===== src/rtl/ftdi_wb_arb_pkg.sv =====
// ----------------------------------------------------------------------------
// ftdi_wb_arb_pkg
// Shared types and constants for the FTDI two-master Wishbone arbiter.
//   ADDR_W / DATA_W / SEL_W : Wishbone bus widths
//   arb_state_e             : arbiter ownership state
// ----------------------------------------------------------------------------
package ftdi_wb_arb_pkg;

  localparam int ADDR_W = 32;
  localparam int DATA_W = 32;
  localparam int SEL_W  = 4;

  typedef enum logic [1:0] {
    IDLE  = 2'd0,
    OWN0  = 2'd1,
    OWN1  = 2'd2,
    DRAIN = 2'd3
  } arb_state_e;

endpackage


===== src/rtl/wb_outst_ctr.sv =====
// ----------------------------------------------------------------------------
// wb_outst_ctr
// Saturating up/down counter of Wishbone requests issued but not yet acked.
//   clk_i      : clock
//   rst_i      : synchronous active-low reset
//   inc        : a request was accepted by the slave this cycle
//   dec        : the slave acked this cycle
//   full       : 2**OUTST_W-1 requests in flight, no more may issue
//   empty      : nothing in flight
//   next_empty : nothing will be in flight after this edge
//   err        : sticky, an ack arrived with nothing in flight
// ----------------------------------------------------------------------------
module wb_outst_ctr #(
  parameter int OUTST_W = 4
) (
  input  logic clk_i,
  input  logic rst_i,
  input  logic inc,
  input  logic dec,
  output logic full,
  output logic empty,
  output logic next_empty,
  output logic err
);

  logic [OUTST_W-1:0] count_q;
  logic [OUTST_W-1:0] count_d;
  logic               inc_ok;
  logic               dec_ok;

  assign full  = (count_q == {OUTST_W{1'b1}});
  assign empty = (count_q == '0);

  // Stray acks are dropped rather than wrapping the counter below zero;
  // an increment at full cannot happen because the issue path is blocked.
  assign inc_ok = inc & ~full;
  assign dec_ok = dec & ~empty;

  // NOTE: every signal written in always_comb gets a default first, so no
  // path through the block leaves it unassigned and no latch is inferred.
  always_comb begin
    count_d = count_q;
    if (inc_ok && !dec_ok) begin
      count_d = count_q + OUTST_W'(1);
    end else if (dec_ok && !inc_ok) begin
      count_d = count_q - OUTST_W'(1);
    end
  end

  assign next_empty = (count_d == '0);

  // NOTE: sequential state uses non-blocking assignments so every register
  // samples pre-edge values regardless of block evaluation order.
  always_ff @(posedge clk_i) begin
    if (!rst_i) begin
      count_q <= '0;
      err     <= 1'b0;
    end else begin
      count_q <= count_d;
      if (dec && empty) begin
        err <= 1'b1;
      end
    end
  end

endmodule


===== src/rtl/ftdi_wb_arbiter.sv =====
// ----------------------------------------------------------------------------
// ftdi_wb_arbiter
// Two-master pipelined Wishbone arbiter (stb/stall/ack) in front of one slave.
// Master 0 is the FTDI async bridge, master 1 an on-chip master. Whole bus
// cycles are granted round-robin (optionally master 0 wins ties); the bus is
// handed back only after every outstanding request has been acked.
//   clk_i, rst_i            : clock, synchronous active-low reset
//   mN_addr/data/sel/we_i   : master N request fields
//   mN_cyc_i, mN_stb_i      : master N cycle / strobe
//   mN_data_o               : slave read data (unqualified, both masters)
//   mN_stall_o, mN_ack_o    : master N flow control / ack
//   s_addr/data/sel/we_o    : request fields of the current owner
//   s_cyc_o, s_stb_o        : slave cycle / strobe
//   s_data_i, s_stall_i,
//   s_ack_i                 : slave response
//   err_o                   : sticky, ack seen with nothing outstanding
// ----------------------------------------------------------------------------
module ftdi_wb_arbiter
  import ftdi_wb_arb_pkg::*;
#(
  parameter int OUTST_W     = 4,
  parameter bit M0_PRIORITY = 1'b0
) (
  input  logic              clk_i,
  input  logic              rst_i,
  // master 0
  input  logic [ADDR_W-1:0] m0_addr_i,
  input  logic [DATA_W-1:0] m0_data_i,
  output logic [DATA_W-1:0] m0_data_o,
  input  logic [SEL_W-1:0]  m0_sel_i,
  input  logic              m0_we_i,
  input  logic              m0_cyc_i,
  input  logic              m0_stb_i,
  output logic              m0_stall_o,
  output logic              m0_ack_o,
  // master 1
  input  logic [ADDR_W-1:0] m1_addr_i,
  input  logic [DATA_W-1:0] m1_data_i,
  output logic [DATA_W-1:0] m1_data_o,
  input  logic [SEL_W-1:0]  m1_sel_i,
  input  logic              m1_we_i,
  input  logic              m1_cyc_i,
  input  logic              m1_stb_i,
  output logic              m1_stall_o,
  output logic              m1_ack_o,
  // slave
  output logic [ADDR_W-1:0] s_addr_o,
  output logic [DATA_W-1:0] s_data_o,
  output logic [SEL_W-1:0]  s_sel_o,
  output logic              s_we_o,
  output logic              s_cyc_o,
  output logic              s_stb_o,
  input  logic [DATA_W-1:0] s_data_i,
  input  logic              s_stall_i,
  input  logic              s_ack_i,
  output logic              err_o
);

  arb_state_e state_q, state_d;
  logic       last_q, last_d;   // 1: master 1 won the last arbitration
  logic       req0, req1, grant1;
  logic       own_cyc, own_stb;
  logic       own_stall, own_ack;
  logic       full, empty, next_empty, issue;

  assign req0 = m0_cyc_i & m0_stb_i;
  assign req1 = m1_cyc_i & m1_stb_i;

  // On a tie master 1 wins only under round-robin when master 0 went last.
  assign grant1 = req1 & (~req0 | (~M0_PRIORITY & ~last_q));

  // The last winner is always the current owner in OWN/DRAIN, so it alone
  // steers the request mux and the ack/stall routing.
  assign own_cyc = last_q ? m1_cyc_i : m0_cyc_i;
  assign own_stb = last_q ? m1_stb_i : m0_stb_i;

  assign s_addr_o = last_q ? m1_addr_i : m0_addr_i;
  assign s_data_o = last_q ? m1_data_i : m0_data_i;
  assign s_sel_o  = last_q ? m1_sel_i  : m0_sel_i;
  assign s_we_o   = last_q ? m1_we_i   : m0_we_i;

  assign m0_data_o = s_data_i;
  assign m1_data_o = s_data_i;

  assign issue = s_stb_o & ~s_stall_i;

  wb_outst_ctr #(
    .OUTST_W (OUTST_W)
  ) u_outst_ctr (
    .clk_i      (clk_i),
    .rst_i      (rst_i),
    .inc        (issue),
    .dec        (s_ack_i),
    .full       (full),
    .empty      (empty),
    .next_empty (next_empty),
    .err        (err_o)
  );

  always_comb begin
    state_d   = state_q;
    last_d    = last_q;
    s_cyc_o   = 1'b0;
    s_stb_o   = 1'b0;
    own_stall = 1'b1;
    own_ack   = 1'b0;
    unique case (state_q)
      IDLE: begin
        if (req0 || req1) begin
          state_d = grant1 ? OWN1 : OWN0;
          last_d  = grant1;
        end
      end
      OWN0, OWN1: begin
        s_cyc_o   = 1'b1;
        s_stb_o   = own_stb & ~full;
        own_stall = s_stall_i | full;
        own_ack   = s_ack_i;
        // A final ack landing with the cyc drop skips DRAIN entirely.
        if (!own_cyc) begin
          state_d = next_empty ? IDLE : DRAIN;
        end
      end
      DRAIN: begin
        // Owner stays stalled even if it re-raises cyc: it must re-arbitrate.
        s_cyc_o = 1'b1;
        own_ack = s_ack_i;
        if (empty) begin
          state_d = IDLE;
        end
      end
      default: state_d = IDLE;
    endcase
  end

  assign m0_stall_o = last_q ? 1'b1 : own_stall;
  assign m1_stall_o = last_q ? own_stall : 1'b1;
  assign m0_ack_o   = last_q ? 1'b0 : own_ack;
  assign m1_ack_o   = last_q ? own_ack : 1'b0;

  always_ff @(posedge clk_i) begin
    if (!rst_i) begin
      state_q <= IDLE;
      last_q  <= 1'b1;
    end else begin
      state_q <= state_d;
      last_q  <= last_d;
    end
  end

endmodule


===== config.mk =====
export PLATFORM = sky130hd
export DESIGN_NAME = ftdi_wb_arbiter
export DESIGN_NICKNAME = d
export VERILOG_FILES = /design/src/rtl/ftdi_wb_arb_pkg.sv /design/src/rtl/wb_outst_ctr.sv /design/src/rtl/ftdi_wb_arbiter.sv
export SDC_FILE = /design/constraint.sdc
export NUM_CORES = 1
export LEC_CHECK = 0
export CAP_MARGIN = 20
export CORE_AREA = 2 2 122 124
export CTS_CLUSTER_SIZE = 16
export DETAILED_ROUTE_END_ITERATION = 7
export DIE_AREA = 0 0 124 126
export DONT_BUFFER_PORTS = 1
export PLACE_DENSITY_LB_ADDON = 0.3
export SLEW_MARGIN = 10
export SYNTH_ARGS = -nofsm -noshare
export SYNTH_HDL_FRONTEND = slang
export SYNTH_SLANG_ARGS = --single-unit

===== constraint.sdc =====
create_clock -name clk_i -period 2 [get_ports clk_i]
set_input_delay 0.2 -clock clk_i [delete_from_list [all_inputs] [get_ports clk_i]]
set_output_delay 0.2 -clock clk_i [all_outputs]
set_load 0.05 [all_outputs]

==> flow_summary.toml, run 1 <==
[drt]
wl_per_cell_um = 24.0
wirelength_um = 8680
drc_errors = 0
drtAntennaViolNets = 0
routed-via-count = 1452
drtPass1Iterations = 4
drtIter0Drc = 71
vias_per_cell = 4.01

[layout]
final_util = 0.140
fin_nets = 362
syn_to_final_growth_pct = 0.0628
num_antenna_cells = 0
final_cell_mix = "mux2_2 (72), buf_4 (23)"
multi_input_area_um2 = 1310
seq_area_um2 = 169
fin_area_um2 = 2000
fillCellCount = 1645
layout_commonest_cell = "mux2_2"
drive_gt1_frac = 0.624
fin_cells = 362

[timing]
worstMarginPinSlew_ns = 0.543
period_needed_ns = 1.94
max_freq_ghz = 0.517
finalHoldViolCount = 0
maxSlewHeadroom = 0.637
rsz0062_at_grt = "true"
hold_ws_ns = 0.0515
clock-skew-final_ns = 0.00435
min_period_over_period = 0.968
setup_violations = 0
drv_slew = 0
fin_tns_setup_ns = 0

[synth]
synth_seq_cells = 8
synth_area_um2 = 2000
syn_avg_cell_area_um2 = 8.80
synth_fp_nets = 410
async_flop_share = 0
yosys_warnings = 0
seq_area_frac_synth = 0.0802
ys_types = 36
synth_ff_type = "dfxtp_1"
syn-instance-count = 227
synth_edf_count = 0

[cts]
clk_pin_slew_ns = 0.04
cts_root_buffer = "clkbuf_16"
cts_sinks = 8
htreeDepth = 1
clockBufferDepth = 2
cts_tree = "built"
cts_buffers = 3
clk_latency_ns = 0.23

[place]
place_congestion = 0.805
place_hpwl_um = 7600
dpl_cell_area_um2 = 1860
place_inst = 354
port_buffers = 0

[die]
pin_count = 318
initial_core_util = 0.140
rows = 44
fp.dieH_um = 126
core_area_um2 = 14300
die_w_um = 124
die_area_um2 = 15600

[global_route]
grt_overflow = 0
grt_pass1_wl_um = 11000
antenna_found_initial = 0
grt_pass1_vias = 1525
grt_max_degree = 59
track_usage = 0.101

[worst_setup_path]
path_class = "reg2reg"
r2r_start = "u_outst_ctr.count_q[1]$_SDFF_PN0_"
critPathMaxFanout = 4
crit_path_end_kind = "flip-flop"
critPathLaunch = "u_outst_ctr.count_q[1]$_SDFF_PN0_"
cp_data_arrival_time_ns = 2.05
crit_path_start_kind = "flip-flop"
cp.required_ns = 2.12

[worst_hold_path]
hold_path.class = "in2reg"
hold_start = "rst_i"

[outcome]
status = "finished, final reports clean"

[pwr]
peakVddDrop_mv = 0.352
power_density_nw_per_um2 = 1450
p_leak_nw = 0.738

[flow_run]
max_cap_violations = 0
where the power goes:
part | total (mW) | switching [mW] | internal (mW)
clock network | 0.352 | 0.0854 | 0.266
registers | 0.291 | 0.0708 | 0.220
logic | 2.25 | 1.49 | 0.769
total | 2.90 | 1.64 | 1.26
through the flow:
step	setup WS, ns	total power [mW]
floorplan	0.00585	2.36
finish	0.0640	2.90
CTS	0.00807	2.81
global placement	0.00976	2.42
global route	-0.0365	3.06
detailed placement	-0.0363	2.43
sequential cells by signal (all words and copies together) (netlist names):
signal	count
last_q	1
u_outst_ctr.err	1
state_q	2
u_outst_ctr.count_q	4
final timing paths:
check                                 endpoint  slack (ns)  cells past startpoint
max reg2reg            state_q[1]$_SDFFE_PN0P_        0.06                      7
max                    state_q[1]$_SDFFE_PN0P_        0.06                      7
min reg2reg  u_outst_ctr.count_q[1]$_SDFF_PN0_        0.64                      3
min                        last_q$_SDFFE_PN1P_        0.05                      1
cell type report:
| type | count | area share |
|---|---|---|
| timing repair buffer | 24 | 0.0920 |
| sequential | 8 | 0.0845 |
| multi-input combinational | 135 | 0.654 |
| clock buffer | 4 | 0.0394 |
| inverter | 7 | 0.0144 |
| tap | 184 | 0.115 |
cell families (layout without fill, tap and decap cells):
| group | count (synthesis) | in the layout | synth area share |
|---|---|---|---|
| buffers and inverters | 84 | 35 | 0.283 |
| AO/OA/AOI/OAI | 19 | 19 | 0.0658 |
| adder cells (fa/ha/maj) | 7 | 7 | 0.0414 |
| AND/OR/NAND/NOR | 31 | 31 | 0.0940 |
| flip-flops | 8 | 8 | 0.0802 |
| XOR/XNOR | 2 | 2 | 0.00877 |
| multiplexers | 76 | 76 | 0.427 |
synth_stat cells (2+ instances only):
library cell  count  area [um^2]
dfxtp_1           8          160
xor2_1            2         17.5
nand2_1           5         18.8
ha_1              5         62.6
o21ai_0           4         20.0
buf_4            64          480
nor2_1            5         18.8
a31oi_1           5         31.3
nand4_1           3         18.8
o21ai_1           2         10.0
nand3_1           2         10.0
maj3_1            2         20.0
nor3b_1           2         15.0
nand3b_1          2         15.0
buf_2             2         10.0
and3_1            2         12.5
a211o_1           2         17.5
inv_1             7         26.3
and2_1            3         18.8
clkbuf_1         10         37.5
mux2_2           73          822
mux2i_1           3         30.0
repair_timing:
| action | CTS | global route |
|---|---|---|
| gates resized for setup | 1 | 6 |
| buffers inserted | 0 | 4 |
| pin swaps | 1 | 5 |
| setup endpoints to repair | 2 | 22 |
| hold buffers | 0 | 0 |
worst max-delay path: stages, from the launching register on:
cell and delay [ns]:
dfxtp_4 0.35, inv_4 0.06, ha_4 0.12, or3b_4 0.40, a211o_1 0.28, mux2_4 0.28
a211oi_4 0.26, o21ai_1 0.08
per-layer routing:
metal | vias to the layer above | track usage | share of wire
met1 | 675 | 0.122 | 0.38
met3 | 2 | 0.0403 | 0.088
li1 | 638 | - | -
met5 | - | 0 | 0
met2 | 137 | 0.174 | 0.53
met4 | 0 | 0.00859 | 0.0024
Power figures use the tool's default switching activity.
==> inputs of run 2 (changes only) <==
ABC_AREA = 1   (was unset)
CORE_AREA = 2 2 124 126   (was 2 2 122 124)
DIE_AREA = 0 0 126 128   (was 0 0 124 126)
==> run 2 against run 1 <==
Worst setup slack gained 0.13 ns. Critical path depth is 6 higher. Largest power group unchanged. Total power grew 83%. Highest routed layer unchanged. Final cell count grew 62%. Synthesized cell count increased by 74%. Global-route usage shrank 1.5 points. Sequential share of layout area decreased by 3.5 points.
==> flow_summary.toml, run 2 <==
[cts]
clk_latency_ns = 0.24
cts_sinks = 8
htreeDepth = 1
holdBufCountCts = 0
cts_buffers = 3
cts_root_buffer = "clkbuf_16"
cts_tree = "built"
clk_pin_slew_ns = 0.04
clockBufferDepth = 2

[outcome]
status = "finished, final reports clean"

[drt]
drc_errors = 0
drtPass1Iterations = 4
routed-via-count = 2249
drtIter0Drc = 41
wirelength_um = 7590
drtAntennaViolNets = 0
vias_per_cell = 3.84
wl_per_cell_um = 13.0

[worst_setup_path]
crit_slowest_cell = "dfxtp_2"
crit_path_start_kind = "flip-flop"
critPathMaxFanout = 5
crit_chain = "inv_1 > ha_4 > nand3_4 > nor2_4 > nand3_1 > nand3_1 > nand2_1 > nor2_1 > nand2_1 > nand2_1 > nand2_2 > nand2_1 > a21oi_1"
path_common_cell = "nand2_1"
cp_data_arrival_time_ns = 1.92
cp.required_ns = 2.11
max_stage_delay_ns = 0.33
path_class = "reg2reg"
crit_path_end_kind = "flip-flop"

[place]
place_congestion = 0.778
place_hpwl_um = 6770
place_inst = 581
port_buffers = 0

[synth]
seq_area_frac_synth = 0.0781
yosys_warnings = 0
synth_ff_type = "dfxtp_1"
synth_fp_nets = 578
synth_commonest_cells = "nand2_1 (232), buf_4 (64), clkbuf_1 (16), inv_1 (13), nand3_1 (10)"
syn-instance-count = 395
async_flop_share = 0
yosysTopAreaCell = "nand2_1"
synth_area_um2 = 2050
ys_types = 26
syn_avg_cell_area_um2 = 5.19
synth_seq_cells = 8
yosys.area.top_type_share = 0.425
yosysMostFrequentCell = "nand2_1"
synth_edf_count = 0
ys_top_cells_by_area = "nand2_1 (42%), buf_4 (23%), dfxtp_1 (7.8%)"

[flow_run]
max_cap_violations = 0

[layout]
top_regs = "u_outst_ctr.count_q: 4 flops, state_q: 2 flops"
num_antenna_cells = 0
final_cell_mix = "nand2_1 (232), buf_12 (69), inv_1 (13)"
drive_gt1_frac = 0.280
fin_cells = 585
largest_register_ffs = 4
fin_nets = 582
syn_to_final_growth_pct = 61.0
fillCellCount = 1686
top_register = "u_outst_ctr.count_q"
layout_commonest_cell = "nand2_1"

[timing]
setup_violations = 0
fin_tns_setup_ns = 0
maxSlewHeadroom = 0.666
clock-skew-final_ns = 0.00235
worstMarginPinSlew_ns = 0.500
finalHoldViolCount = 0
drv_slew = 0
rsz0062_at_grt = "false"
max_freq_ghz = 0.554
min_period_over_period = 0.903
hold_ws_ns = 0.0645
period_needed_ns = 1.81

[pwr]
p_leak_nw = 1.70
p_total_mw = 5.31
peakVddDrop_mv = 0.518
power_density_nw_per_um2 = 1610

[die]
fp.dieH_um = 128
core_area_um2 = 14900
initial_core_util = 0.138
die_area_um2 = 16100
die_w_um = 126
pin_count = 318
rows = 45

[worst_hold_path]
hold_path.class = "in2reg"

[global_route]
grt_max_degree = 43
grt_pass1_wl_um = 11000
grt_overflow = 0
antenna_found_initial = 0
grt_pass1_vias = 2020
track_usage = 0.0853
## run 2: logic make-up after synthesis
family,after synthesis,synth area share
and+or+nand+nor,268,0.535
buffers and inverters,98,0.302
AOI/OAI and AO/OA,14,0.0458
DFF,8,0.0781
adders and majority gates,5,0.0305
xor gates and xnor gates,2,0.00855
## run 2: power breakdown
part           leakage (nW)  switching [mW]  internal [mW]
sequential           0.0665           0.119          0.239
clock                0.0370          0.0854          0.258
combinational          1.60            2.74           1.87
## run 2: worst max-delay path: cells and delay by family, from the launching register on
family | cells | cell delay [ns]
AO/OA/AOI/OAI | 1 | 0.06
adder cells (fa/ha/maj) | 1 | 0.31
AND/OR/NAND/NOR | 10 | 0.90
flip-flops | 1 | 0.33
buffers and inverters | 1 | 0.08
## run 2: layer usage
| layer | track usage | vias to the layer above | part of all wire |
|---|---|---|---|
| li1 | - | 1127 | - |
| met1 | 0.101 | 949 | 0.37 |
| met2 | 0.145 | 149 | 0.49 |
| met3 | 0.0313 | 24 | 0.11 |
| met4 | 0.0246 | 0 | 0.024 |
| met5 | 0 | - | 0 |
## run 2: layout make-up
class | count | area [um^2] | area share
multi-input combinational | 289 | 1290 | 0.392
tap | 188 | 235 | 0.0713
sequential | 8 | 164 | 0.0497
clock buffer | 3 | 75.1 | 0.0228
inverter | 17 | 66.3 | 0.0201
timing repair buffer | 80 | 1460 | 0.444
## run 2: worst paths after layout
check / start / endpoint / slack [ns] / cells past startpoint
setup / recovery: state_q[0]$_SDFFE_PN0P_ / state_q[0]$_SDFFE_PN0P_ / 0.19 / 13
hold / removal: rst_i / last_q$_SDFFE_PN1P_ / 0.06 / 1
setup reg to reg: state_q[0]$_SDFFE_PN0P_ / state_q[0]$_SDFFE_PN0P_ / 0.19 / 13
hold reg to reg: state_q[0]$_SDFFE_PN0P_ / state_q[0]$_SDFFE_PN0P_ / 0.49 / 2
## run 2: stage by stage
| step | instance area (um^2) | utilization | setup slack, ns |
|---|---|---|---|
| after CTS | 3270 | 0.220 | 0.0292 |
| after floorplan | 2050 | - | 0.0803 |
| after detailed placement | 3190 | 0.215 | 0.0584 |
| final | 3300 | 0.222 | 0.195 |
| after global routing | 3300 | 0.222 | 0.00507 |
| after global placement | 3190 | 0.215 | 0.110 |
## run 2: timing repair
action                     CTS  global route
resized for setup            0             7
buffers inserted             0             1
setup endpoints to repair    0             2
